$ cat config.mk
export PLATFORM = sky130hd
export DESIGN_NAME = multicycle_control_flat
export DESIGN_NICKNAME = d
export VERILOG_FILES = /design/src/rtl/multicycle_control_if.sv /design/src/rtl/multicycle_control.sv /design/src/flat_wrapper.sv
export SDC_FILE = /design/constraint.sdc
export NUM_CORES = 1
export LEC_CHECK = 0
export CORE_UTILIZATION = 40
export CTS_BUF_LIST = sky130_fd_sc_hd__clkbuf_8
export DETAILED_ROUTE_END_ITERATION = 7
export PLACE_DENSITY = 0.74
export SYNTH_ARGS = -nofsm -noshare
export SYNTH_HDL_FRONTEND = slang
export SYNTH_SLANG_ARGS = --single-unit
$ cat constraint.sdc
create_clock -name clk -period 2.5 [get_ports clk]
set_input_delay 0.25 -clock clk [delete_from_list [all_inputs] [get_ports clk]]
set_output_delay 0.25 -clock clk [all_outputs]
set_load 0.02 [all_outputs]
$ cat src/rtl/multicycle_control_if.sv
// Memory request bus between the multi-cycle controller and instruction/data memory.
// A request strobe stays high and steady until mem_ready is seen high in the same cycle; that edge completes the transfer.
interface multicycle_control_if;
  logic i_mem_read;
  logic d_mem_read;
  logic d_mem_write;
  logic i_or_d;
  logic mem_ready;

  modport master (
    output i_mem_read, d_mem_read, d_mem_write, i_or_d,
    input  mem_ready
  );

  modport slave (
    input  i_mem_read, d_mem_read, d_mem_write, i_or_d,
    output mem_ready
  );
endinterface

$ cat src/rtl/multicycle_control.sv
// Sequencing FSM for the multi-cycle TSC core: IF/ID/EX/MEM/WB with memory handshake,
// retired-instruction counter, HLT stop and optional memory timeout.
module multicycle_control #(
  parameter int CNT_W       = 16,
  parameter int MEM_TIMEOUT = 0,
  parameter int FAST_PATH   = 1
) (
  input  logic                 clk,
  input  logic                 reset_n,
  input  logic [3:0]           opcode,
  input  logic [5:0]           func_code,
  input  logic [2:0]           inst_type,
  input  logic                 bcond,
  multicycle_control_if.master mem,
  output logic                 ir_write,
  output logic                 pc_write,
  output logic                 pc_write_cond,
  output logic                 reg_write,
  output logic                 output_write,
  output logic                 halted,
  output logic                 mem_error,
  output logic [CNT_W-1:0]     num_inst,
  output logic [2:0]           stage
);

  localparam logic [2:0] IT_RTYPE  = 3'd0;
  localparam logic [2:0] IT_LOAD   = 3'd1;
  localparam logic [2:0] IT_STORE  = 3'd2;
  localparam logic [2:0] IT_BRANCH = 3'd3;
  localparam logic [2:0] IT_JUMP   = 3'd4;
  localparam logic [2:0] IT_OUTPUT = 3'd5;
  localparam logic [2:0] IT_NOP    = 3'd6;

  localparam logic [3:0] OP_LHI   = 4'd6;
  localparam logic [3:0] OP_JAL   = 4'd10;
  localparam logic [3:0] OP_RTYPE = 4'd15;
  localparam logic [5:0] FUNC_JRL = 6'd26;
  localparam logic [5:0] FUNC_HLT = 6'd29;

  localparam bit FAST = (FAST_PATH != 0);
  localparam int WAIT_W = (MEM_TIMEOUT > 1) ? $clog2(MEM_TIMEOUT + 1) : 1;
  localparam logic [WAIT_W-1:0] WAIT_LIMIT = WAIT_W'(MEM_TIMEOUT);

  typedef enum logic [2:0] {
    S_IF   = 3'd0,
    S_ID   = 3'd1,
    S_EX   = 3'd2,
    S_MEM  = 3'd3,
    S_WB   = 3'd4,
    S_HALT = 3'd5
  } state_t;

  state_t            state, state_next;
  logic [WAIT_W-1:0] wait_cnt, wait_inc;
  logic              fetch_req, load_req, store_req, addr_sel, timed_out;

  logic is_hlt, is_lhi, is_link, is_load, is_store, is_branch;
  logic is_jump, is_output, is_nop, writes_reg;

  // bcond is consumed by the datapath together with pc_write_cond.
  logic unused_bcond;
  assign unused_bcond = bcond;

  assign is_hlt     = (opcode == OP_RTYPE) && (func_code == FUNC_HLT);
  assign is_lhi     = (opcode == OP_LHI);
  assign is_link    = (opcode == OP_JAL) || ((opcode == OP_RTYPE) && (func_code == FUNC_JRL));
  assign is_load    = (inst_type == IT_LOAD) && !is_lhi;
  assign is_store   = (inst_type == IT_STORE);
  assign is_branch  = (inst_type == IT_BRANCH);
  assign is_jump    = (inst_type == IT_JUMP);
  assign is_output  = (inst_type == IT_OUTPUT);
  assign is_nop     = (inst_type == IT_NOP);
  assign writes_reg = (inst_type == IT_RTYPE) || (inst_type == IT_LOAD) || is_link;

  assign wait_inc = wait_cnt + 1'b1;

  always_comb begin
    state_next    = state;
    fetch_req     = 1'b0;
    load_req      = 1'b0;
    store_req     = 1'b0;
    addr_sel      = 1'b0;
    ir_write      = 1'b0;
    pc_write      = 1'b0;
    pc_write_cond = 1'b0;
    reg_write     = 1'b0;
    output_write  = 1'b0;
    halted        = 1'b0;
    timed_out     = 1'b0;
    case (state)
      S_IF: begin
        fetch_req = 1'b1;
        if (mem.mem_ready) begin
          // Held in reset the state is already IF; keep the IR untouched.
          ir_write   = reset_n;
          state_next = S_ID;
        end
      end
      S_ID: begin
        if (is_hlt) begin
          state_next = S_HALT;
        end else if (FAST && is_nop) begin
          pc_write   = 1'b1;
          state_next = S_IF;
        end else if (FAST && is_output) begin
          output_write = 1'b1;
          pc_write     = 1'b1;
          state_next   = S_IF;
        end else begin
          state_next = S_EX;
        end
      end
      S_EX: begin
        if (!FAST) begin
          output_write = is_output;
          state_next   = S_MEM;
        end else if (is_branch) begin
          pc_write_cond = 1'b1;
          state_next    = S_IF;
        end else if (is_jump && !is_link) begin
          pc_write   = 1'b1;
          state_next = S_IF;
        end else if (is_load || is_store) begin
          state_next = S_MEM;
        end else begin
          state_next = S_WB;
        end
      end
      S_MEM: begin
        addr_sel  = 1'b1;
        load_req  = is_load;
        store_req = is_store;
        if (!(is_load || is_store)) begin
          state_next = S_WB;
        end else if (mem.mem_ready) begin
          if (is_store && FAST) begin
            pc_write   = 1'b1;
            state_next = S_IF;
          end else begin
            state_next = S_WB;
          end
        end
      end
      S_WB: begin
        reg_write = writes_reg;
        if (is_branch) pc_write_cond = 1'b1;
        else           pc_write      = 1'b1;
        state_next = S_IF;
      end
      S_HALT: halted = 1'b1;
      default: state_next = S_IF;
    endcase
    // A ready arriving in the limit cycle still completes the handshake.
    if ((MEM_TIMEOUT > 0) && (fetch_req || load_req || store_req) &&
        !mem.mem_ready && (wait_inc == WAIT_LIMIT)) begin
      state_next = S_HALT;
      timed_out  = 1'b1;
    end
  end

  always_ff @(posedge clk or negedge reset_n) begin
    if (!reset_n) begin
      state     <= S_IF;
      wait_cnt  <= '0;
      num_inst  <= '0;
      mem_error <= 1'b0;
    end else begin
      state <= state_next;
      if (state_next != state)
        wait_cnt <= '0;
      else if ((fetch_req || load_req || store_req) && !mem.mem_ready)
        wait_cnt <= wait_inc;
      if ((state != S_IF) && (state_next == S_IF))
        num_inst <= num_inst + 1'b1;
      if (timed_out)
        mem_error <= 1'b1;
    end
  end

  assign mem.i_mem_read  = fetch_req;
  assign mem.d_mem_read  = load_req;
  assign mem.d_mem_write = store_req;
  assign mem.i_or_d      = addr_sel;
  assign stage           = state;

endmodule

$ cat src/flat_wrapper.sv
// flat-port wrapper written by rule: the top's interface ports become plain ports
module multicycle_control_flat 
#(
  parameter int CNT_W       = 16,
  parameter int MEM_TIMEOUT = 0,
  parameter int FAST_PATH   = 1
)
  (clk, reset_n, opcode, func_code, inst_type, bcond, ir_write, pc_write, pc_write_cond, reg_write, output_write, halted, mem_error, num_inst, stage, mem_i_mem_read, mem_d_mem_read, mem_d_mem_write, mem_i_or_d, mem_mem_ready);
  multicycle_control_if mem_i ();
  input  logic clk;
  input  logic reset_n;
  input  logic [3:0] opcode;
  input  logic [5:0] func_code;
  input  logic [2:0] inst_type;
  input  logic bcond;
  output logic ir_write;
  output logic pc_write;
  output logic pc_write_cond;
  output logic reg_write;
  output logic output_write;
  output logic halted;
  output logic mem_error;
  output logic [CNT_W-1:0] num_inst;
  output logic [2:0] stage;
  output wire logic [$bits(mem_i.i_mem_read)-1:0] mem_i_mem_read;
  output wire logic [$bits(mem_i.d_mem_read)-1:0] mem_d_mem_read;
  output wire logic [$bits(mem_i.d_mem_write)-1:0] mem_d_mem_write;
  output wire logic [$bits(mem_i.i_or_d)-1:0] mem_i_or_d;
  input wire logic [$bits(mem_i.mem_ready)-1:0] mem_mem_ready;
  assign mem_i_mem_read = mem_i.i_mem_read;
  assign mem_d_mem_read = mem_i.d_mem_read;
  assign mem_d_mem_write = mem_i.d_mem_write;
  assign mem_i_or_d = mem_i.i_or_d;
  assign mem_i.mem_ready = mem_mem_ready;
  multicycle_control #(.CNT_W(CNT_W), .MEM_TIMEOUT(MEM_TIMEOUT), .FAST_PATH(FAST_PATH)) u_core (.clk(clk), .reset_n(reset_n), .opcode(opcode), .func_code(func_code), .inst_type(inst_type), .bcond(bcond), .mem(mem_i), .ir_write(ir_write), .pc_write(pc_write), .pc_write_cond(pc_write_cond), .reg_write(reg_write), .output_write(output_write), .halted(halted), .mem_error(mem_error), .num_inst(num_inst), .stage(stage));
endmodule
==> impl_results.md <==
- Status: finished clean
- Number of synthesized flops with an enable pin: 0
- DIE AREA: 0.00322 mm²
- Placed Instance Area: 0.00169 mm²
- Vias in the first global route: 1,113
- Hold crit path type: input pin to async pin
- CTS Buf Count: 3
- Syn avg cell area: 9.23 µm²
- Routed Antenna Nets: 0
- P per Cell Area: 925 mW/mm²
- Area growth syn-to-layout: 44.5%
- Hold slack: 0.463 ns
- Seq/Total Area, Yosys: 39.6%
- Worst Setup Path Type: input pin to output port
- Fraction of layout cells with a size suffix above 1: 8.38%
- Row count: 19
- Nets: 198
- Crit path max-delay cell type: clkdlybuf4s50_1
- Most frequent cells in the layout: clkdlybuf4s50_1 (43), dfrtp_1 (18), nand2_1 (13), xor2_1 (12), nor4_1 (11)
- Min Tclk post-route: 2.32 ns
- H-Tree Depth: 1
- Fin area: 0.00173 mm²
- Initial antenna violation count: 0
- Maximum fanout along the worst path: 3
- Gpl congestion: 0.870
- CTS tree: built
- Leak pwr: 0.743 nW
- Max Cap Viol: 0
- Die X: 56.8 µm
- Post-Place Cells: 206
- Total routed wirelength: 2.95 mm
- Total GRT Usage: 20.1%
- Final Hold Viols: 0
- RSZ-0062 raised after global routing: false
- Crit path buffers/inverters: 3
- DP HPWL: 2.29 mm
- CP delay by family, top: buffers and inverters
- Max Freq: 430 MHz
- #FFs+latches synth: 19
- Reg2reg setup slack: 0.47 ns
- Crit. End Element: output port
- Synthesized instance count: 130
- Slowest stage delay, CP: 0.59 ns
- Fin. max-slew vios: 0
- Area occupied by multi-input gates: 671 µm²
- Diode count: 0
- Vias per cell: 5.45
- CP Launch Type: input pin
- Clk_lat worst skew: 0.25 ns
- Initial DRC count: 18
- Post-synthesis instance area: 0.00120 mm²
- Synth top area share: 39.6%
- Via count: 1,145
- DRC Markers: 0
- Dominant cell type by area after synthesis: dfrtp_1
- Worst Reg-to-Reg Cells: 7
- Chip Height: 56.8 µm
- Post-synth top flop: dfrtp_1
- Cell variety after synth: 41
- Worst r2r src: u_core.stage[0]$_DFF_PN0_
- Crit path DAT: 2.07 ns
- Clock slew at the register clock pins of the worst setup and hold paths: 0.07 ns
- Most used cell, CP: clkdlybuf4s50_1
- Initial core utilization: 42.8%
- Post-route non-filler standard cell count: 210
- Synth warn: 0
- Period utilization: 93.0%
- Avg WL per Cell: 14.1 µm
- R2R Path End: u_core.num_inst[8]$_DFFE_PN0P_
- # IOs: 47
- Worst-path cell chain: clkdlybuf4s50_1 > nand4_1 > nor4_1 > buf_4 > o31a_1 > clkdlybuf4s50_1
- CTS max path bufs: 2
- Final setup violation count: 0
- Register area: 477 µm²
- Port Buffers: 44
- Post CTS Setup Buffer Count: 0
- Drt first pass iters: 4
- Clock Root Buffer: clkbuf_8
- Remaining global-route overflow: 0
- Filler cells: 249
- Pin count of the biggest net entering global routing: 20
- Required time worst endpoint: 2.25 ns
- Net Count, Synth: 148
- Total power: 1.60 mW
- Core area: 0.00281 mm²
- Dominant cells by area after synthesis: dfrtp_1 (40%), xor2_1 (8.8%), nor4_1 (5.7%)
- Commonest non-fill, non-tap cell in the layout: clkdlybuf4s50_1
- Clk sinks: 19
- Skew final: 0.00350 ns
- Peak supply drop: 0.849 mV
- Post-synth ARST share: 100%
- First-pass GRT wire length: 5.05 mm
-- state kept, by name, indices dropped and copies added (netlist names) --
signal           flops
u_core.stage         3
u_core.num_inst     16
-- how the worst max path moves through the flow --
stage / end / startpoint / depth (start not counted)
after detailed placement: u_core.num_inst[8]$_DFFE_PN0P_ / opcode[0] / 8
after floorplan: u_core.num_inst[13]$_DFFE_PN0P_ / u_core.stage[0]$_DFF_PN0_ / 8
final: reg_write / opcode[3] / 6
after global routing: reg_write / opcode[0] / 6
after global placement: u_core.num_inst[15]$_DFFE_PN0P_ / opcode[0] / 8
after CTS: reg_write / opcode[3] / 6
-- final cells by class --
class / instances / area share [%]
Multi-Input combinational cell: 100 / 38.7
Tap cell: 31 / 2.24
Timing Repair Buffer: 49 / 27.5
Clock buffer: 3 / 2.38
Clock inverter: 1 / 0.216
Inverter: 7 / 1.52
Sequential cell: 19 / 27.5
-- kinds of logic (layout without fill, tap and decap cells) --
kind of cell | after synthesis | in the layout | synth area share (%)
AOI/OAI and AO/OA | 16 | 16 | 11.7
xor gates and xnor gates | 16 | 16 | 11.7
adders and majority gates | 1 | 1 | 1.04
buffers and inverters | 11 | 60 | 4.48
DFF | 19 | 19 | 39.6
muxes | 1 | 1 | 0.938
other | 1 | 1 | 0.313
and+or+nand+nor | 65 | 65 | 30.2
-- per-layer routing --
layer	vias to the layer above	routed length [µm]	share of wire, %	global-route usage, %
met1	555	1430	48	27.8
li1	567	-	-	-
met4	0	21	0.71	5.57
met5	-	0	0	0
met3	2	85	2.9	4.61
met2	21	1420	48	31.5
-- through the flow --
stage | TNS, ns | util (%) | worst slack, ns
floorplan | 0 | - | 0.480
global placement | 0 | 60.2 | 0.0541
detailed placement | -0.00569 | 60.2 | -0.00393
CTS | 0 | 61.8 | 0.149
global route | 0 | 61.8 | 0.0320
finish | 0 | 61.8 | 0.175
-- Yosys cell counts, drive strengths merged (2+ instances only) --
cell / n
nand2: 13
nor2: 4
inv: 7
and3: 5
nor4: 11
o31a: 3
nand3b: 3
o21ai: 3
xor2: 12
dfrtp: 19
nor3b: 3
nand2b: 5
nand3: 5
nor3: 8
nand4: 2
buf: 3
xnor2: 4
-- timing repair --
action | CTS | global route
resized for setup | 2 | 0
endpoints found under the setup margin | 1 | 0
hold buffers | 0 | 0
-- power by group --
| group | internal (mW) | switching [mW] |
|---|---|---|
| sequential | 0.401 | 0.117 |
| clock | 0.109 | 0.0977 |
| combinational | 0.408 | 0.471 |
(Power assumes the default switching activity.)
